[config.mk]
export PLATFORM = sky130hd
export DESIGN_NAME = pipeline_hazard_controller
export DESIGN_NICKNAME = d
export VERILOG_FILES = /design/src/rtl/pipeline_hazard_controller.sv
export SDC_FILE = /design/constraint.sdc
export NUM_CORES = 1
export LEC_CHECK = 0
export ABC_CLOCK_PERIOD_IN_PS = 3200
export CORE_UTILIZATION = 43
export CTS_CLUSTER_DIAMETER = 80
export DETAILED_ROUTE_END_ITERATION = 16
export GPL_TIMING_DRIVEN = 0
export PLACE_DENSITY = 0.78
export REMOVE_ABC_BUFFERS = 1
export SLEW_MARGIN = 20
export SYNTH_ARGS = -nofsm -noshare
export SYNTH_HDL_FRONTEND = slang
export SYNTH_SLANG_ARGS = --single-unit
export TNS_END_PERCENT = 1
[constraint.sdc]
create_clock -name clk -period 3.2 [get_ports clk]
set_input_delay 0.96 -clock clk [delete_from_list [all_inputs] [get_ports clk]]
set_output_delay 0.96 -clock clk [all_outputs]
set_load 0.01 [all_outputs]
[src/rtl/pipeline_hazard_controller.sv]
`default_nettype none
// ============================================================================
// Module   : pipeline_hazard_controller
// Purpose  : Stall/flush sequencer for a 5-stage MIPS pipeline. Resolves
//            memory waits, M-stage jump redirects, fixed-latency divides and
//            load-use hazards. Drives the pipeline register enables/clears.
// Revision : 1.0  initial release
// ============================================================================
module pipeline_hazard_controller #(
  parameter int WIDTH_5     = 5,
  parameter int DIV_CYCLES  = 32,
  parameter int MEM_TIMEOUT = 15
) (
  input  logic               clk,
  input  logic               rst_n,
  input  logic [WIDTH_5-1:0] Rs_D,
  input  logic [WIDTH_5-1:0] Rt_D,
  input  logic               MemtoReg_E,
  input  logic [WIDTH_5-1:0] WriteReg_E,
  input  logic               div_start_E,
  input  logic               J_M,
  input  logic               Jr_M,
  input  logic               MemtoReg_M,
  input  logic               MemWrite_M,
  input  logic               mem_ready,
  output logic               EN_F,
  output logic               EN_D,
  output logic               CLR_D,
  output logic               EN_E,
  output logic               CLR_E,
  output logic               EN_M,
  output logic               CLR_M,
  output logic               EN_W,
  output logic               CLR_W,
  output logic               div_go,
  output logic               div_busy,
  output logic               mem_timeout
);

  localparam int CNT_W  = $clog2(DIV_CYCLES) + 1;
  localparam int WAIT_W = $clog2(MEM_TIMEOUT + 1);
  localparam logic [CNT_W-1:0]  DIV_LOAD = CNT_W'(DIV_CYCLES - 1);
  localparam logic [WAIT_W-1:0] WAIT_MAX = WAIT_W'(MEM_TIMEOUT);

  typedef enum logic [0:0] {
    RUN      = 1'b0,
    DIV_WAIT = 1'b1
  } state_t;

  state_t             state, state_next;
  logic [CNT_W-1:0]   div_cnt, div_cnt_next;
  logic [WAIT_W-1:0]  wait_cnt;
  logic               timeout_flag;

  logic mem_wait;
  logic redirect;
  logic load_use;

  // Un-gated control values; reset masking is applied at the ports.
  logic en_f, en_d, clr_d, en_e, clr_e, en_m, clr_m, en_w, clr_w, go;

  assign mem_wait = (MemtoReg_M | MemWrite_M) & ~mem_ready;
  assign redirect = J_M | Jr_M;
  assign load_use = MemtoReg_E & (WriteReg_E != '0) &
                    ((WriteReg_E == Rs_D) | (WriteReg_E == Rt_D));

  // State and divide counter; both freeze while memory is stalling.
  always_ff @(posedge clk or negedge rst_n) begin
    if (!rst_n) begin
      state   <= RUN;
      div_cnt <= '0;
    end else begin
      state   <= state_next;
      div_cnt <= div_cnt_next;
    end
  end

  // Consecutive memory-wait counter (saturating) and sticky timeout flag.
  always_ff @(posedge clk or negedge rst_n) begin
    if (!rst_n) begin
      wait_cnt     <= '0;
      timeout_flag <= 1'b0;
    end else begin
      if (mem_wait) begin
        if (wait_cnt != WAIT_MAX) begin
          wait_cnt <= wait_cnt + WAIT_W'(1);
        end
      end else begin
        wait_cnt <= '0;
      end
      if (wait_cnt == WAIT_MAX) begin
        timeout_flag <= 1'b1;
      end
    end
  end

  // Priority resolution: mem_wait > redirect > divide wait > divide start > load-use.
  always_comb begin
    state_next   = state;
    div_cnt_next = div_cnt;
    en_f  = 1'b1;
    en_d  = 1'b1;
    en_e  = 1'b1;
    en_m  = 1'b1;
    en_w  = 1'b1;
    clr_d = 1'b0;
    clr_e = 1'b0;
    clr_m = 1'b0;
    clr_w = 1'b0;
    go    = 1'b0;

    if (mem_wait) begin
      // Everything up to M holds; W takes a bubble so the access is not retired.
      en_f  = 1'b0;
      en_d  = 1'b0;
      en_e  = 1'b0;
      en_m  = 1'b0;
      clr_w = 1'b1;
    end else if (redirect) begin
      // Squash the three younger instructions; any divide in flight is younger.
      clr_d = 1'b1;
      clr_e = 1'b1;
      clr_m = 1'b1;
      if (state == DIV_WAIT) begin
        state_next   = RUN;
        div_cnt_next = '0;
      end
    end else if (state == DIV_WAIT) begin
      if (div_cnt != '0) begin
        en_f  = 1'b0;
        en_d  = 1'b0;
        en_e  = 1'b0;
        clr_m = 1'b1;
        div_cnt_next = div_cnt - CNT_W'(1);
      end else begin
        // Release cycle: defaults, and a still-high div_start_E is ignored.
        state_next = RUN;
      end
    end else if (div_start_E) begin
      // Divide stall also covers any concurrent load-use hazard.
      go    = 1'b1;
      en_f  = 1'b0;
      en_d  = 1'b0;
      en_e  = 1'b0;
      clr_m = 1'b1;
      div_cnt_next = DIV_LOAD;
      state_next   = DIV_WAIT;
    end else if (load_use) begin
      en_f  = 1'b0;
      en_d  = 1'b0;
      clr_e = 1'b1;
    end
  end

  // All control outputs are forced low while reset is asserted.
  assign EN_F        = rst_n & en_f;
  assign EN_D        = rst_n & en_d;
  assign CLR_D       = rst_n & clr_d;
  assign EN_E        = rst_n & en_e;
  assign CLR_E       = rst_n & clr_e;
  assign EN_M        = rst_n & en_m;
  assign CLR_M       = rst_n & clr_m;
  assign EN_W        = rst_n & en_w;
  assign CLR_W       = rst_n & clr_w;
  assign div_go      = rst_n & go;
  assign div_busy    = rst_n & (state == DIV_WAIT);
  assign mem_timeout = timeout_flag;

endmodule
`default_nettype wire

==> qor.yml <==
status:
  outcome: "complete, but fails checks"
  violations: "setup timing"
timing:
  fmax_mhz: 300
  finalWorstSetupSlack_ps: -133
  hold_violations: 0
  final-setup-viol-count: 1
  slew_viol_final: 0
  period_needed_ps: 3330
  finClkSkew_ps: 6.93
  post-route-period-util_pct: 104
  tightest_slew_ps: 432
  rsz0062_at_grt: "true"
  maxSlewHeadroom_pct: 71.2
  holdWs_ps: 472
detailed_routing:
  ant_nets: 0
  wl_per_cell_um: 12.0
  drt_wl_total_um: 1940
  drc: 0
  dr.pass1.iters: 4
  vias_per_cell: 5.33
  num_vias: 863
  drtIter0Drc: 12
power_and_ir_drop:
  seq_power_share_pct: 40.9
  power_density_nw_per_um2: 383
  pwr-share-comb_pct: 34.0
  p_leak_nw: 0.591
  p_clk_share_pct: 25.1
  p_sw_w: 0.000166
  p_int_w: 0.000342
  p_sw_share_pct: 32.7
  peakVddDrop_mv: 0.187
placement:
  dpl.hpwl_um: 1480
  dp_cells: 157
  io_buffers: 35
  preCtsSetupSlack_ps: -1090
  gp_congestion: 0.752
  postPlaceCellArea_sq_um: 1260
setup_path:
  cp-end-kind: "primary output"
  cp_max_fo: 3
  start_kind: "input port"
  cp_cell_sequence: "clkdlybuf4s15_1 > or4_4 > o21ai_2 > nor4_1 > a21o_1 > dlygate4sd2_1"
  reg2regPathDepth: 6
  cpPeakStageDelay_ps: 530
  arrival_ps: 2370
  cp_data_required_time_ps: 2240
  path_class: "in -> out"
  cp_slowest_cell: "or4_4"
hold_path:
  hold_depth: 1
  hold_class: "reg -> reg"
layout:
  design_area_sq_um: 1330
  fill_cells: 170
  multi_input_area_sq_um: 597
  regArea_sq_um: 300
  antenna_cells: 0
  finalNonFillerCells: 162
  drive_above_1_share_pct: 19.3
  fin_nets: 163
  areaGrowthSynthToFinish_pct: 41.0
clocking:
  cts.sinks: 12
  cts.root.buffer_cell: "clkbuf_4"
  ctsHtreeMaxLevel: 1
  cts_tree: "built"
  clockBufferDepth: 2
  clk_latency_ps: 290
  numCtsBuffers: 3
  clkTransAtPathRegs_ps: 80
floorplan:
  start_util_pct: 47.0
  io_pins: 36
  dieArea_sq_um: 2380
  die_h_um: 48.8
  core_area_sq_um: 2000
  die_w_um: 48.8
  rows: 16
grt:
  grt_use_total_pct: 18.7
  grt_pass1_wl_um: 3410
  grt_antenna_before_repair: 0
  grt_max_degree: 17
  grt_pass1_vias: 812
  overflow: 0
job:
  maxCapViolations: 0
synth:
  avgSynthCellArea_sq_um: 9.32
  synth_top_cell_by_area: "dfrtp_1"
  dominantRegCellSynth: "dfrtp_1"
  netlist_area_sq_um: 941
  synth_edf_count: 0
  synth_top_area_share_pct: 31.9
  synth_warnings: 0
  synth.area.top_cells: "dfrtp_1 (32%), xnor2_1 (10%), buf_6 (4.8%)"
  synth_seq_area_share_pct: 31.9
  async_reset_ff_share_pct: 100
  ys_seq_elements: 12
  synth_cell_type_count: 40
  synth_cells: 101
critical path, delay by kind of cell:
family,cells,cell delay (ps)
AOI/OAI and AO/OA,2,330
buffers and inverters,2,490
and+or+nand+nor,2,590
state kept, by name, indices dropped and copies added (netlist names):
register / cells
div_cnt: 6
mem_timeout: 1
state: 1
wait_cnt: 4
per-layer routing:
layer | up-vias | wire [um] | share of wire, % | GRT usage [%]
met4 | 0 | 45 | 2.3 | 11.8
met3 | 5 | 114 | 5.9 | 1.87
li1 | 429 | - | - | -
met5 | - | 0 | 0 | 0
met2 | 39 | 940 | 48 | 30.8
met1 | 390 | 842 | 43 | 23.3
power by group through the flow:
stage	Clock, W	Sequential, W	Combinational (W)
after floorplan	0	0.000199	0.000107
after global placement	0	0.000207	0.000170
after detailed placement	0	0.000209	0.000175
after CTS	0.000129	0.000207	0.000174
after global routing	0.000139	0.000212	0.000192
final	0.000127	0.000208	0.000173
cell families after synthesis:
kind of cell	synth area share (%)
muxes	3.46
buffers and inverters	7.98
xor gates and xnor gates	11.2
AOI/OAI and AO/OA	18.1
adders and majority gates	3.99
DFF	31.9
and+or+nand+nor	23.4
synthesized netlist by cell type (3+ instances only):
cell type / count
nor3b_1: 3
buf_6: 4
nand2_1: 7
o21ai_0: 5
nor2_1: 9
ha_1: 3
xnor2_1: 11
inv_1: 4
nor3_1: 3
dfrtp_1: 12
nand3_1: 4
final timing paths:
path / start / endpoint / slack [ps]
worst min-delay path: mem_timeout$_DFFE_PN0N_ / mem_timeout$_DFFE_PN0N_ / 470
worst max register to register: div_cnt[0]$_DFFE_PN0P_ / div_cnt[1]$_DFFE_PN0P_ / 1370
min in group asynchronous: rst_n / mem_timeout$_DFFE_PN0N_ / 660
worst min register to register: mem_timeout$_DFFE_PN0N_ / mem_timeout$_DFFE_PN0N_ / 470
max in group asynchronous: rst_n / wait_cnt[1]$_DFFE_PN0P_ / 2270
worst max-delay path: WriteReg_E[2] / CLR_E / -130
cell usage in the layout, fill, tap and decap left out, types with 2 or more instances in the layout:
master and n:
clkdlybuf4s50_1 21, dfrtp_1 12, xnor2_1 11, nor2_1 7
dlygate4sd2_1 7, nand2_1 6, inv_1 4, nand3_1 4
o21ai_0 4, nor3_1 3, ha_1 3, clkbuf_4 3
o22ai_1 2, or2_1 2, nor2_2 2, nor4_1 2
a21oi_1 2, nor3b_1 2, a221o_1 2, mux2_2 2
clkdlybuf4s15_2 2, clkdlybuf4s15_1 2, buf_2 2
repair_timing:
action                                  in CTS  in global routing
setup buffers                                1                  0
gates resized for setup                     34                  2
pin swaps                                    2                  0
endpoints found under the hold margin        0                  0
endpoints found under the setup margin      11                  6
hold buffers                                 0                  0
area by class of cell:
class / instances / share of cell area, %
clock buffers: 4 / 2.74
inverters: 4 / 1.13
multi-input cells: 79 / 45.0
flip-flops and latches: 12 / 22.6
well taps: 27 / 2.55
repair buffers: 36 / 25.9
through the flow:
step / setup TNS (ps) / total power (W) / utilization (%)
after detailed placement: -8260 / 0.000384 / 63.2
after global placement: -8250 / 0.000377 / 63.2
final: -133 / 0.000508 / 66.3
after floorplan: -406 / 0.000306 / -
after CTS: -335 / 0.000510 / 66.0
after global routing: -486 / 0.000543 / 66.3
No activity file was read; power rests on OpenSTA's default activity.
